$ cat src/rtl/ipc_msg_arbiter.sv
// Round-robin arbiter that moves whole nul-terminated IPC messages from NUM_SRC
// source FIFOs into one consumer FIFO, aborting a message whose source starves.
module ipc_msg_arbiter #(
    parameter int NUM_SRC        = 4,
    parameter int TOKEN_WIDTH    = 128,
    parameter int TIMEOUT_CYCLES = 1024
) (
    input  logic                           clk,
    input  logic                           resetn,
    input  logic [NUM_SRC*TOKEN_WIDTH-1:0] SRC_DATA,
    input  logic [NUM_SRC-1:0]             SRC_EMPTY,
    output logic [NUM_SRC-1:0]             SRC_RD_EN,
    output logic [TOKEN_WIDTH-1:0]         OUT_DATA,
    output logic                           OUT_WR_EN,
    input  logic                           OUT_FULL,
    output logic [NUM_SRC-1:0]             GRANT,
    output logic                           TIMEOUT_ERR,
    output logic [15:0]                    TIMEOUT_COUNT,
    output logic [2:0]                     dbg_state
);

    localparam int IDX_W   = (NUM_SRC > 1) ? $clog2(NUM_SRC) : 1;
    localparam int TMR_REQ = $clog2(TIMEOUT_CYCLES + 1);
    localparam int TMR_W   = (TMR_REQ > 16) ? TMR_REQ : 16;

    // Handshakes: SRC_RD_EN[g] is a one-cycle pop strobe, the popped token is
    // on SRC_DATA the following cycle; OUT_WR_EN is a one-cycle push strobe
    // that is only raised when OUT_FULL was low on the deciding edge
    // (FETCH/ABORT), so at most one read and one write are ever in flight.
    typedef enum logic [2:0] {
        IDLE    = 3'd0,
        FETCH   = 3'd1,
        WAIT    = 3'd2,
        CAPTURE = 3'd3,
        ABORT   = 3'd4
    } state_t;

    state_t                   state;
    logic [IDX_W-1:0]         owner;
    logic [IDX_W-1:0]         last_grant;
    logic [TMR_W-1:0]         timer;
    logic [IDX_W-1:0]         pick;
    logic                     pick_valid;
    logic [TOKEN_WIDTH-1:0]   cur_tok;
    logic                     owner_empty;
    logic                     backpressure;

    assign dbg_state    = state;
    assign cur_tok      = SRC_DATA[int'(owner)*TOKEN_WIDTH +: TOKEN_WIDTH];
    assign owner_empty  = SRC_EMPTY[owner];
    assign backpressure = OUT_FULL || OUT_WR_EN;

    // First non-empty source after the previous owner, wrapping around.
    always_comb begin
        pick       = '0;
        pick_valid = 1'b0;
        for (int i = 1; i <= NUM_SRC; i++) begin
            logic [IDX_W-1:0] idx;
            idx = IDX_W'((int'(last_grant) + i) % NUM_SRC);
            if (!pick_valid && !SRC_EMPTY[idx]) begin
                pick_valid = 1'b1;
                pick       = idx;
            end
        end
    end

    always_ff @(posedge clk) begin
        if (!resetn) begin
            state         <= IDLE;
            owner         <= '0;
            last_grant    <= IDX_W'(NUM_SRC - 1);
            timer         <= '0;
            GRANT         <= '0;
            SRC_RD_EN     <= '0;
            OUT_DATA      <= '0;
            OUT_WR_EN     <= 1'b0;
            TIMEOUT_ERR   <= 1'b0;
            TIMEOUT_COUNT <= '0;
        end else begin
            SRC_RD_EN   <= '0;
            OUT_WR_EN   <= 1'b0;
            TIMEOUT_ERR <= 1'b0;
            case (state)
                IDLE: begin
                    if (pick_valid) begin
                        owner <= pick;
                        GRANT <= NUM_SRC'(1) << pick;
                        timer <= '0;
                        state <= FETCH;
                    end
                end
                FETCH: begin
                    if (!owner_empty && !backpressure) begin
                        SRC_RD_EN <= NUM_SRC'(1) << owner;
                        state     <= WAIT;
                    end else if (owner_empty && !backpressure) begin
                        // Only true starvation advances the timer; the wide
                        // timer guarantees it reaches the limit without wrapping.
                        timer <= timer + 1'b1;
                        if (timer == TMR_W'(TIMEOUT_CYCLES - 1)) begin
                            state <= ABORT;
                        end
                    end
                end
                WAIT: begin
                    state <= CAPTURE;
                end
                CAPTURE: begin
                    OUT_DATA  <= cur_tok;
                    OUT_WR_EN <= 1'b1;
                    timer     <= '0;
                    if (cur_tok == '0) begin
                        last_grant <= owner;
                        GRANT      <= '0;
                        state      <= IDLE;
                    end else begin
                        state <= FETCH;
                    end
                end
                ABORT: begin
                    if (!backpressure) begin
                        OUT_DATA    <= '0;
                        OUT_WR_EN   <= 1'b1;
                        TIMEOUT_ERR <= 1'b1;
                        if (TIMEOUT_COUNT != 16'hFFFF) begin
                            TIMEOUT_COUNT <= TIMEOUT_COUNT + 16'd1;
                        end
                        last_grant  <= owner;
                        GRANT       <= '0;
                        state       <= IDLE;
                    end
                end
                default: state <= IDLE;
            endcase
        end
    end

endmodule

$ cat config.mk
export PLATFORM = sky130hd
export DESIGN_NAME = ipc_msg_arbiter
export DESIGN_NICKNAME = d
export VERILOG_FILES = /design/src/rtl/ipc_msg_arbiter.sv
export SDC_FILE = /design/constraint.sdc
export NUM_CORES = 1
export LEC_CHECK = 0
export BUFFER_PORTS_ARGS = -buffer_cell sky130_fd_sc_hd__buf_2
export CORE_AREA = 3 3 265 267
export CTS_BUF_LIST = sky130_fd_sc_hd__clkbuf_4
export DETAILED_ROUTE_END_ITERATION = 6
export DIE_AREA = 0 0 268 270
export PLACE_DENSITY_LB_ADDON = 0.2
export REMOVE_ABC_BUFFERS = 1
export SETUP_SLACK_MARGIN = 0.05
export SYNTH_ARGS = -nofsm -noshare
export SYNTH_HDL_FRONTEND = slang
export SYNTH_SLANG_ARGS = --single-unit
$ cat constraint.sdc
create_clock -name clk -period 9.6 [get_ports clk]
set_clock_uncertainty 0.05 [all_clocks]
set_input_delay 1.44 -clock clk [delete_from_list [all_inputs] [get_ports clk]]
set_output_delay 1.44 -clock clk [all_outputs]
set_load 0.005 [all_outputs]
# Yosys cells after proc, flatten, opt, wreduce, memory -nomap -nowiden
# Cells that the tools add are included.
[totals]
elab_cells = 105
regBits = 177
in_bits = 519
[classes]
eq_ne = 13
mux = 40
n_reduce_logical = 27
bitwise_logic = 1
add_sub_neg = 6
n_lt_le_gt_ge = 5
n_shift = 3
[ops]
columns = ["op", "n"]
rows = [
  ["$shiftx A512 B10 Y128", 1],
  ["$pmux W128 S2", 1],
  ["$logic_not A128 Y1", 1],
  ["$mux W128", 1],
  ["$mux W16", 3],
  ["$pmux W16 S3", 1],
  ["$add A16 B1 Y16 const B", 2],
  ["$eq A16 B10 Y1 const B", 1],
  ["$ne A16 B16 Y1 const B", 1],
  ["$lt A2 B3 Y1 const B", 5],
  ["$mux W3", 5],
  ["$pmux W3 S5", 1],
  ["$mux W2", 6],
  ["$mux W4", 3],
  ["$pmux W4 S3", 1],
  ["$reduce_and A4 Y1", 3],
  ["$mux W1", 11],
  ["$bmux W1 S2", 5],
  ["$ne A2 B2 Y1 const B", 5],
  ["$reduce_and A3 Y1", 3],
  ["$shl A1 B2 Y4 const A", 2],
  ["$logic_not A1 Y1", 7],
  ["$eq A3 B2 Y1 const B", 2],
  ["$ne A3 B3 Y1 const B", 2],
  ["13 further kinds", 22],
]

# Longest topological paths before layout
[depth]
word_depth = 15
mapped_depth = 10
ltp_nobuf = 7

# Least setup slack after synthesis
# No wires, ideal clock.
[synth_timing]
path_type = "input to register"
startpoint = "input SRC_DATA[384]"
endpoint = "register last_grant[0]"
cell_stages = 6
arrival_ns = 3.468
required_time_ns = 9.431
n_path_buf = 0
path_slack_ns = 5.963
cell_sequence = "mux4_2 nor4_1 nand4_1 or4_1 or4_1 nor3b_1"
[synth_via]
elab_chain_len = 4
[synth_rtl]
columns = ["element", "line_no", "source"]
rows = [
  ["from (decl)", "10", "input logic [NUM_SRC*TOKEN_WIDTH-1:0] SRC_DATA,"],
  ["$shiftx A512 B10 Y128", "49", "assign cur_tok = SRC_DATA[int'(owner)*TOKEN_WIDTH +: TOKEN_WIDTH];"],
  ["$logic_not A128 Y1", "112", "if (cur_tok == '0) begin"],
  ["$ne A2 B2 Y1 (no source line)", "--", ""],
  ["$reduce_and A3 Y1 (no source line)", "--", ""],
  ["to (signal assigned)", "71", "last_grant <= IDX_W'(NUM_SRC - 1);"],
  ["to (signal assigned)", "113", "last_grant <= owner;"],
  ["to (signal assigned)", "128", "last_grant <= owner;"],
  ["to (decl)", "40", "logic [IDX_W-1:0] last_grant;"],
]
# Every way passes these cells.
# A chain may end at the register's enable or synchronous reset.

# Worst setup path in the final report
[layout_timing]
startpoint = "register owner[0]"
endpoint = "register last_grant[0]"
[layout_via]
elab_chain_len = 4
word_cells_on_any_way = 7
[layout_rtl]
columns = ["element", "line_no", "source"]
rows = [
  ["from (decl)", "39", "logic [IDX_W-1:0] owner;"],
  ["from (signal assigned)", "86", "owner <= pick;"],
  ["$shiftx A512 B10 Y128", "49", ""],
  ["$logic_not A128 Y1", "112", ""],
  ["$ne A2 B2 Y1 (no source line)", "--", ""],
  ["$reduce_and A3 Y1 (no source line)", "--", ""],
]
# Parallel ways exist; a longest one is shown, timed or not. The select of a mux whose other input is x is not followed.

==> reports/results.txt <==
Initial antenna violation count: 10
Clock power frac: 0.233
R2R Setup Slk: 4.76 ns
Area leader, netlist: dfxtp_1
RSZ-0062 raised after global routing: false
Layout cells sized above 1: 0.510
Die Y: 270 um
Total congestion overflow: 0
Vias in the first global route: 11836
Unique cell type count in the Yosys netlist: 46
Logic pwr share: 0.316
Crit-path max FO: 45
Fin. max-slew vios: 0
Post-DRT Antenna Nets: 0
Worst path max stage delay: 0.84 ns
Die Span X: 268 um
H-tree levels: 4
Initial Util: 0.155
Post-DP HPWL: 43500 um
IO Count: 676
Setup Crit Path Kind: reg2reg
Clk Latency, worst-skew pair: 0.70 ns
FF-to-FF path depth: 7
Element type at the critical path start: register
Synthesized area per cell: 10.1 sq um
NetSw: 604 uW
Largest net degree at the start of global routing: 86
Die ar.: 0.0724 sq mm
Hold_buf cts: 0
Post-synth EDFFs: 0
Max cap viols: 0
Post-route insts no fill: 2563
Post-route DRC: 0
CTS Buf Count: 17
Yosys warns: 0
Power share of the sequential group: 0.451
Uppermost layer routed: met4
Wl on met1: 22500 um
Seq cells post-synth: 177
Met3 WL: 3070 um
Synth area leaders: dfxtp_1, mux4_2, a21boi_0
Worst VDD drop: 0.0000602 V
CTS resizes: 0
First-pass GRT wire length: 77500 um
Cell mode on critical path: or4_1
Placed Cells incl. Taps: 2523
Critical Path End Type: register
Total GRT Usage: 0.145
Final setup fails: 0
Post-synthesis cell area: 0.0106 sq mm
Postcts setup bufs: 0
Core area: 0.0683 sq mm
Avg WL per Cell: 21.0 um
Status: finished, final reports clean
Seq/Total Area, Yosys: 0.335
Drt pass-1 iters: 5
LEAKAGE: 0.00613 uW
Commonest cells after routing, fill and taps aside: buf_2, dfxtp_1, nand2_1
Switching portion of total power: 0.344
Req. time, crit path: 10.16 ns
Via/cell ratio: 4.38
Max clock buf depth: 2
Fmax: 207 MHz
P&R area growth vs syn: 42.1%
CTS tree: done
Async set-reset flop share out of synthesis: 0
Total Negative Setup Slacks: 0 ns
Initial DRC count: 552
Post-Syn Instances: 1051
Most common cell after layout, fill and taps aside: buf_2
Least-Margin Pin Slew: 1.19 ns
Pint: 1150 uW
Primary FF master, synth: dfxtp_1
Met2 routed WL: 27000 um
Fin crit share: 0.504
Share of the synthesized area in the top cell type: 0.335
Pwr dens: 117 mW/mm^2
Port Buffers: 675
Hold path cells: 2
Sinks on the clock net: 177
Crit-path cells: buf_4 > mux4_2 > nor4_1 > nand4_1 > or4_1 > or4_1 > nor3b_1
Layout fillers: 7624
GP Congestion: 0.925
Crit path time final: 4.84 ns
Final hold violation count: 0
Slowest CP cell: dfxtp_4
Reg clk slew, reported paths: 0.16 ns
Final nets: 2181
Hold Crit Class: reg2reg
Via count: 11218
Row cnt: 96
Root buf cell: clkbuf_4
Crit path arrival time: 5.40 ns
WL final: 53800 um
Slew Limit Headroom: 0.197
## flip-flops by register name, summed over array words and instances, names as in the netlist
register / count
OUT_DATA: 128
TIMEOUT_COUNT: 16
timer: 16
GRANT: 4
SRC_RD_EN: 4
dbg_state: 3
last_grant: 2
owner: 2
OUT_WR_EN: 1
TIMEOUT_ERR: 1
## cell usage after synthesis (all sizes together), types with 2 or more instances
| cell type | count |
|---|---|
| a21boi | 131 |
| inv | 12 |
| xor2 | 8 |
| nor3 | 6 |
| a311oi | 2 |
| and4 | 2 |
| buf | 26 |
| and3 | 6 |
| nor4b | 2 |
| o211a | 2 |
| clkbuf | 71 |
| nor4 | 46 |
| nor2 | 30 |
| a211oi | 4 |
| ha | 2 |
| or4 | 4 |
| nand3 | 144 |
| nand2b | 2 |
| nand4 | 11 |
| o211ai | 2 |
| a21oi | 8 |
| and2 | 16 |
| mux4 | 129 |
| xnor2 | 14 |
| dfxtp | 177 |
| nand2 | 150 |
| nor2b | 7 |
| nor3b | 4 |
| a31o | 3 |
| mux2i | 2 |
| or3 | 3 |
| nand3b | 2 |
| o21ai | 8 |
| a41o | 6 |
## through the flow
step	cell area, sq um	util	setup WS [ns]	hold WS [ns]	power [uW]
after CTS	15000	0.219	4.50	0.435	1820
after floorplan	10100	-	1.68	0.421	1170
after detailed placement	14800	0.216	4.55	0.414	1370
after global placement	14800	0.216	4.58	0.411	1370
final	15000	0.220	4.76	0.431	1760
after global routing	15000	0.220	4.33	0.455	1870
## power by group through the flow
| stage | clock network, uW | logic, uW | registers, uW |
|---|---|---|---|
| finish | 409 | 555 | 793 |
| global route | 472 | 602 | 800 |
| CTS | 455 | 566 | 795 |
| detailed placement | 0 | 564 | 810 |
| global placement | 0 | 560 | 809 |
| floorplan | 0 | 329 | 841 |
## critical path: cells and delay by family, from the launching register on
| family | cells | cell delay [ns] |
|---|---|---|
| DFF | 1 | 0.84 |
| buffers and inverters | 1 | 0.75 |
| and+or+nand+nor | 5 | 2.38 |
| muxes | 1 | 0.63 |
## cell families (layout without fill, tap and decap cells)
| logic type | after synthesis | after routing | synth area share |
|---|---|---|---|
| adders and majority gates | 2 | 2 | 0.00237 |
| buffers and inverters | 109 | 731 | 0.0445 |
| DFF | 177 | 177 | 0.335 |
| muxes | 131 | 131 | 0.277 |
| AOI/OAI and AO/OA | 174 | 174 | 0.123 |
| xor gates and xnor gates | 22 | 22 | 0.0182 |
| and+or+nand+nor | 436 | 436 | 0.200 |
| other | 0 | 8 | 0 |
## cell type report
| cell class | instances | area (sq um) | share of cell area |
|---|---|---|---|
| Antenna cell | 8 | 20.0 | 0.00133 |
| Clock buffer | 18 | 135 | 0.00900 |
| Clock inverter | 14 | 88.8 | 0.00592 |
| Inverter | 12 | 45.0 | 0.00300 |
| Multi-Input combinational cell | 765 | 6590 | 0.439 |
| Sequential cell | 177 | 3550 | 0.237 |
| Tap cell | 882 | 1100 | 0.0735 |
| Timing Repair Buffer | 687 | 3480 | 0.232 |
## routing by layer
layer / GRT usage / vias to the layer above
met4: 0.0475 / 0
li1: - / 5208
met5: 0 / -
met1: 0.177 / 5538
met3: 0.0332 / 52
met2: 0.252 / 420
## path summary, 6_finish.rpt
| kind | startpoint | end |
|---|---|---|
| min reg2reg | OUT_DATA[13]$_SDFFE_PN0P_ | OUT_DATA[13]$_SDFFE_PN0P_ |
| max reg2reg | owner[0]$_SDFFE_PN0P_ | last_grant[0]$_SDFFE_PN1P_ |
| max | owner[0]$_SDFFE_PN0P_ | last_grant[0]$_SDFFE_PN1P_ |
| min | OUT_DATA[13]$_SDFFE_PN0P_ | OUT_DATA[13]$_SDFFE_PN0P_ |
(Power assumes the default switching activity.)
